$ cat config.mk
export PLATFORM = sky130hd
export DESIGN_NAME = rip_branch_resolve_queue
export DESIGN_NICKNAME = d
export VERILOG_FILES = /design/src/rtl/rip_branch_resolve_queue.sv
export SDC_FILE = /design/constraint.sdc
export NUM_CORES = 1
export LEC_CHECK = 0
export ABC_AREA = 1
export BUFFER_PORTS_ARGS = -buffer_cell sky130_fd_sc_hd__buf_4
export CORE_MARGIN = 4
export CORE_UTILIZATION = 45
export DETAILED_ROUTE_END_ITERATION = 8
export PLACE_DENSITY = 0.67
export RECOVER_POWER = 100
export SLEW_MARGIN = 5
export SYNTH_ARGS = -nofsm -noshare
export SYNTH_HDL_FRONTEND = slang
export SYNTH_SLANG_ARGS = --single-unit
$ cat constraint.sdc
create_clock -name clk -period 2.45 [get_ports clk]
set_input_delay 0.6125 -clock clk [delete_from_list [all_inputs] [get_ports clk]]
set_output_delay 0.6125 -clock clk [all_outputs]
set_load 0.01 [all_outputs]
$ cat src/rtl/rip_branch_resolve_queue.sv
// rtl/rip_branch_resolve_queue.sv - in-order branch resolve queue feeding predictor updates
// Optional statistics counters compiled in with RIP_BP_STATS_EN.
module rip_branch_resolve_queue #(
  parameter int INDEX_W  = 10,
  parameter int WEIGHT_W = 2,
  parameter int DEPTH    = 8
) (
  input  logic                     clk,
  input  logic                     rst,
  input  logic                     enq_valid,
  output logic                     enq_ready,
  input  logic [INDEX_W-1:0]       enq_index,
  input  logic [WEIGHT_W-1:0]      enq_weight,
  input  logic                     enq_pred,
  input  logic                     res_valid,
  input  logic                     res_taken,
  output logic                     res_ready,
  input  logic                     stall,
  input  logic                     flush,
  output logic                     mispredict,
  output logic                     update,
  output logic [INDEX_W-1:0]       update_index,
  output logic [WEIGHT_W-1:0]      update_weight,
  output logic                     actual,
  output logic [$clog2(DEPTH):0]   count,
  output logic [31:0]              stat_resolved,
  output logic [31:0]              stat_mispredict
);

  localparam int PW = $clog2(DEPTH);
  localparam int CW = PW + 1;
  localparam logic [CW-1:0] FULL = CW'(DEPTH);

  logic [INDEX_W-1:0]  idx_mem  [DEPTH];
  logic [WEIGHT_W-1:0] w_mem    [DEPTH];
  logic                pred_mem [DEPTH];
  logic [PW-1:0]       head, tail;
  logic                res_acc, mis, enq_acc;

  assign enq_ready = (count != FULL);
  assign res_ready = (count != '0);

  assign res_acc = res_valid & res_ready & ~stall & ~flush;
  assign mis     = res_acc & (pred_mem[head] != res_taken);
  // a mispredict makes any same-cycle fetch wrong-path, so it is dropped too
  assign enq_acc = enq_valid & enq_ready & ~flush & ~mis;

  always_ff @(posedge clk) begin
    if (enq_acc) begin
      idx_mem[tail]  <= enq_index;
      w_mem[tail]    <= enq_weight;
      pred_mem[tail] <= enq_pred;
    end
  end

  always_ff @(posedge clk) begin
    if (rst) begin
      head          <= '0;
      tail          <= '0;
      count         <= '0;
      update        <= 1'b0;
      update_index  <= '0;
      update_weight <= '0;
      actual        <= 1'b0;
      mispredict    <= 1'b0;
    end else begin
      update     <= res_acc;
      mispredict <= mis;
      if (res_acc) begin
        update_index  <= idx_mem[head];
        update_weight <= w_mem[head];
        actual        <= res_taken;
      end
      if (flush || mis) begin
        head  <= '0;
        tail  <= '0;
        count <= '0;
      end else begin
        if (enq_acc) tail <= tail + PW'(1);
        if (res_acc) head <= head + PW'(1);
        count <= count + CW'(enq_acc) - CW'(res_acc);
      end
    end
  end

`ifdef RIP_BP_STATS_EN
  always_ff @(posedge clk) begin
    if (rst) begin
      stat_resolved   <= '0;
      stat_mispredict <= '0;
    end else begin
      if (res_acc && stat_resolved != 32'hFFFF_FFFF)
        stat_resolved <= stat_resolved + 32'd1;
      if (mis && stat_mispredict != 32'hFFFF_FFFF)
        stat_mispredict <= stat_mispredict + 32'd1;
    end
  end
`else
  assign stat_resolved   = '0;
  assign stat_mispredict = '0;
`endif

endmodule

=== After elaboration in Yosys (flattened, before gate mapping) ===
Memories as Yosys holds them, arrays and structs flattened. A register that Yosys moved wholly into a read port is not among the register bits.
Cells that the tools add are included.

* Add/subtract/negate cells: 4
* Eq/ne operators: 2
* Mux-type cells: 4
* Bitwise logic cells: 10
* Reductions and logical operators: 3

{| class="wikitable"
|+ Operators by type and width
! cell !! count
|-
| bitwise AND 1 bit || 7
|-
| adder 3 x 1 -> 3 bit (second input constant) || 2
|-
| 2-to-1 mux 3 bit || 2
|-
| adder 4 x 1 -> 4 bit || 1
|-
| inequality test 4 bit (second input constant) || 1
|-
| nonzero test 4 bit || 1
|-
| subtractor 4 x 1 -> 4 bit || 1
|-
| inverter 1 bit || 3
|-
| 2-to-1 mux 1 bit || 2
|-
| OR reduction 2 bit || 1
|-
| logical OR 1 bit || 1
|-
| inequality test 1 bit || 1
|}

* Flip-flop bits (word level): 13
* Bits in writable memories: 104
* Input port bits: 20
* Output and inout bits: 85
* Memories: 3

{| class="wikitable"
|+ Memories
! name !! depth !! bits a word !! read ports !! clocked after memory_dff !! write ports !! line !! RTL
|-
| idx_mem || 8 || 10 || 1 || 1 || 1 || 34 || <nowiki>logic [INDEX_W-1:0] idx_mem [DEPTH];</nowiki>
|-
| w_mem || 8 || 2 || 1 || 1 || 1 || 35 || <nowiki>logic [WEIGHT_W-1:0] w_mem [DEPTH];</nowiki>
|-
| pred_mem || 8 || 1 || 1 || 1 || 1 || 36 || <nowiki>logic pred_mem [DEPTH];</nowiki>
|}

=== Logic depth before layout (Yosys ltp) ===
* Word-level depth: 9
* Gate-level depth with buffers: 15
* Depth with buffers taken out: 15

=== Worst setup path before layout ===
No wires, ideal clock.

* Path kind: register to register
* From: reg count[2]
* To: reg count[2]
* Library setup time: 116 ps
* Arrival: 2,242 ps
* Slack: 92 ps
* Stages on the path, launching flop included: 12
* Buffers on the path: 0
* Period minus slack after synthesis: 2,358 ps
* Path through: dfxtp_1 inv_1 ha_1 nor3b_1 nor2_1 nand2_4 ha_1 inv_1 ha_1 fa_1 xnor2_1 nor2_1

* Cells in the longest elaborated chain, start to end: 9

{| class="wikitable"
|+ Ends and longest elaborated chain
! what !! line !! RTL
|-
| start: declaration || 25 || <nowiki>output logic [$clog2(DEPTH):0] count,</nowiki>
|-
| start signal: assignment || 81 || <nowiki>count <= count + CW'(enq_acc) - CW'(res_acc);</nowiki>
|-
| nonzero test 4 bit || 41 || <nowiki>assign res_ready = (count != '0);</nowiki>
|-
| bitwise AND 1 bit (3 in a row) || 43 || <nowiki>assign res_acc = res_valid & res_ready & ~stall & ~flush;</nowiki>
|-
| bitwise AND 1 bit || 44 || <nowiki>assign mis = res_acc & (pred_mem[head] != res_taken);</nowiki>
|-
| inverter 1 bit || 46 || <nowiki>assign enq_acc = enq_valid & enq_ready & ~flush & ~mis;</nowiki>
|-
| bitwise AND 1 bit || 46 ||
|-
| adder 4 x 1 -> 4 bit || 81 ||
|-
| subtractor 4 x 1 -> 4 bit || 81 ||
|}

Parallel ways exist; a longest one is shown, timed or not.
A chain may end at the register's enable or synchronous reset.

=== Final worst setup path ===
Ends and elaborated chain as after synthesis.

==> metrics.txt <==
area of the mapped netlist=5772 µm²; CP max FO=3; Slowest Stage Delay on Critical Path=between 300 and 400 ps; initial antenna violation count=0; most numerous cell in the Yosys netlist=edfxtp_1; clock slew at reported path FFs=60 ps; kind of critical path=reg -> reg; reg2reg end=count[2]; final hold slack=about 460 ps; Detail Route Antenna Nets=0; min-delay src=update_index[1]; Power Dens Cells=780.6 nW/µm²; worst reg2reg path depth=11; post-synth top area cell=edfxtp_1; Critical R2R Launch=count[2]; PortBufs=40; Arrival @ worst endpoint=around 2500 ps; Internal=0.004066 W; ys async rst share=0%; #FFs+latches synth=132; Remaining Overflow, GRT=0; Critical Path Start=count[2]; worst slew pin tran=about 830 ps; Final setup viols=0; switching power=between 0.001 and 0.0015 W; RSZ-0062 raised after global routing=no; XOR/XNOR Fraction of Synth Area=less than 1%; CTS root buf=clkbuf_16; Worst Setup Start Kind=flop; Switching Fraction=about a fifth; Seq pwr share=approximately 48%; register area share after synthesis=between 60 and 70%; Post-DP Area=6132 µm²; Crit. End Element=flop; Max-cap violations=0; WP depth=11; Yosys warnings=0; DP Worst Slack=between 40 and 50 ps; Synth top cells by count=104 x edfxtp_1, 94 x nor2_1, 69 x buf_4; vias in the first global route=roughly 3500; dominant combinational cell family by area after synthesis=buffers and inverters; Pleak=around 2.4 nW; CP most frequent cell=ha_1; CP endpoint=count[2]; Die H=roughly 120 µm; fin worst setup slack=between 200 and 250 ps; routed via count=between 3000 and 4000; CTS buffer count=17; worst rel slew slack=between 40% and 50%; final setup TNS=0 ps; clk_lat worst skew=approximately 410 ps; TritonCTS clock tree=built; die area=~15000 µm²; core box area=around 13000 µm²; Max H-tree Level=4; Clock Power Share=a little under 50%; first-pass GRT wire length=17370 µm; crit path cell chain=inv_1, ha_1, nor3b_1, nor2_1, nand2_4, ha_1, inv_1, ha_1, fa_1, xnor2_1, nor2_1; gpl congestion=0.8192; Finished Layout Cells=about 760; cell area after layout=between 6000 and 7000 µm²; layout cell share with drive strength beyond 1=roughly 11%; multiplexer share of the synthesized area=0%; Final Skew=8.046 ps; hold crit path type=reg -> reg; Synth area leaders=edfxtp_1 54%, dfxtp_1 9.7%, buf_4 9.0%; Adder-Cell Fraction of Synth Area=about 2.1%; post-CTS setup buffers=0; hold_buf cts=0; Comb pwr share=3.4%; wire per inst=roughly 15 µm; clock sinks=132; Post-Syn Instances=approximately 510; largest net degree at the start of global routing=approximately 50; Top delay family on crit path=adder cells; commonest register cell after synthesis=edfxtp_1; Bufs on Longest Clock Path=2; io pins=roughly 110; EDFF count, synth=104; final hold vios=0; drt total wl=11230 µm; detailed placement HPWL=7129 µm; post-synthesis compound-gate area fraction=about a tenth; Slew Limit Fails=0; Worst path slowest cell=fa_1; Tcrit/Tclk final=91.70%; DR iter-0 viols=263; VDD IR max=0.0004771 V; post-route minimum period=approximately 2200 ps; Post-Synth Simple-Gate Area=about 11%; num rows=between 40 and 50; CP required=~2700 ps; Area Overhead vs Synth=13.01%; Netlist cell types=29; DP Cell Count=approximately 730; drc violations=0; FF-to-FF setup slack=about 200 ps; worst path bufs/invs=2; Initial Util=roughly 46%; n_diodes=0; Via density=about 4.8; first-pass detailed-route iteration total=4; synthesized area per cell=around 11 µm²; top cell type's share of synthesized area=a little over half; Total Routing Usage GR=between 15 and 20%; maximum operating frequency=around 450 MHz; die width=between 100 and 150 µm; outcome=finished, final reports clean; layout net count=607
tightest hold or removal path: cells and delay by family (launching register included):
| kind | cells | cell delay [ps] |
|---|---|---|
| simple gates | 1 | 60 |
| flops | 1 | 300 |
| compound gates | 1 | 50 |
worst min-delay path by stage:
stage                                 end  cells after the start  slack, ps
after floorplan                   tail[2]                      2        470
after global placement    update_index[1]                      2        460
after detailed placement  update_index[1]                      2        460
after CTS                     pred_mem[6]                      1        420
after global routing      update_index[5]                      2        480
final                     update_index[1]                      2        460
routing by layer:
metal / global-route usage, % / share of wire (%) / vias up / wire, µm
li1: - / - / 1768 / -
met1: 19.04 / 41 / 1705 / 4658
met2: 25.77 / 48 / 152 / 5419
met3: 4.522 / 8.6 / 20 / 965
met4: 7.003 / 1.7 / 0 / 187
met5: 0 / 0 / - / 0
cell type report:
| class | instances | area [µm²] |
|---|---|---|
| Clock buffer | 25 | 526.8 |
| Clock inverter | 7 | 66.31 |
| Sequential cell | 132 | 3685 |
| Timing Repair Buffer | 68 | 317.8 |
| Multi-Input combinational cell | 330 | 1602 |
| Inverter | 29 | 110.1 |
| Tap cell | 172 | 215.2 |
| Fill cell | 1112 | 6046 |
power groups by stage:
stage	Combinational (W)	Clock (W)	Sequential (W)
6_report	0.000175	0.00247	0.00245
5_1_grt	0.000199	0.00260	0.00245
4_1_cts	0.000194	0.00251	0.00244
3_5_place_dp	0.000193	0	0.00249
3_3_place_gp	0.000188	0	0.00249
2_1_floorplan	0.000186	0	0.00249
sequential cells by signal (all words and copies together) (netlist names), named ones only:
signal	count
update_weight	2
count	4
mispredict	1
w_mem	16
actual	1
head	3
idx_mem	80
pred_mem	8
update	1
tail	3
update_index	10
repair_timing:
| action | in CTS | in global routing |
|---|---|---|
| resized for setup | 0 | 1 |
| endpoints found under the setup margin | 0 | 1 |
| endpoints found under the hold margin | 0 | 0 |
through the flow:
stage                     util [%]  power (W)
after global routing         51.90   0.005247
after global placement       48.79   0.002679
after floorplan                  -   0.002679
final                        51.90   0.005091
after detailed placement     48.79   0.002684
after CTS                    53.51   0.005150
logic make-up after synthesis:
group                    after synthesis
XOR/XNOR                               2
adder cells (fa/ha/maj)                9
other                                  1
flip-flops                           132
AND/OR/NAND/NOR                      149
AO/OA/AOI/OAI                        106
buffers and inverters                115
cell usage in the layout (no fill, tap or decap), drive strengths merged:
master | Yosys | layout
edfxtp | 104 | 104
nor2 | 94 | 94
clkbuf | 11 | 79
conb | 1 | 64
o21ai | 60 | 60
nand2 | 43 | 43
inv | 29 | 30
dfxtp | 28 | 28
o211ai | 26 | 26
a21oi | 19 | 19
buf | 75 | 14
nand3 | 10 | 10
ha | 8 | 8
clkinv | 0 | 4
xnor2 | 2 | 2
nor3b | 1 | 1
clkinvlp | 0 | 1
a211oi | 1 | 1
or2 | 1 | 1
fa | 1 | 1
bufinv | 0 | 1
No activity file was read; power rests on OpenSTA's default activity.
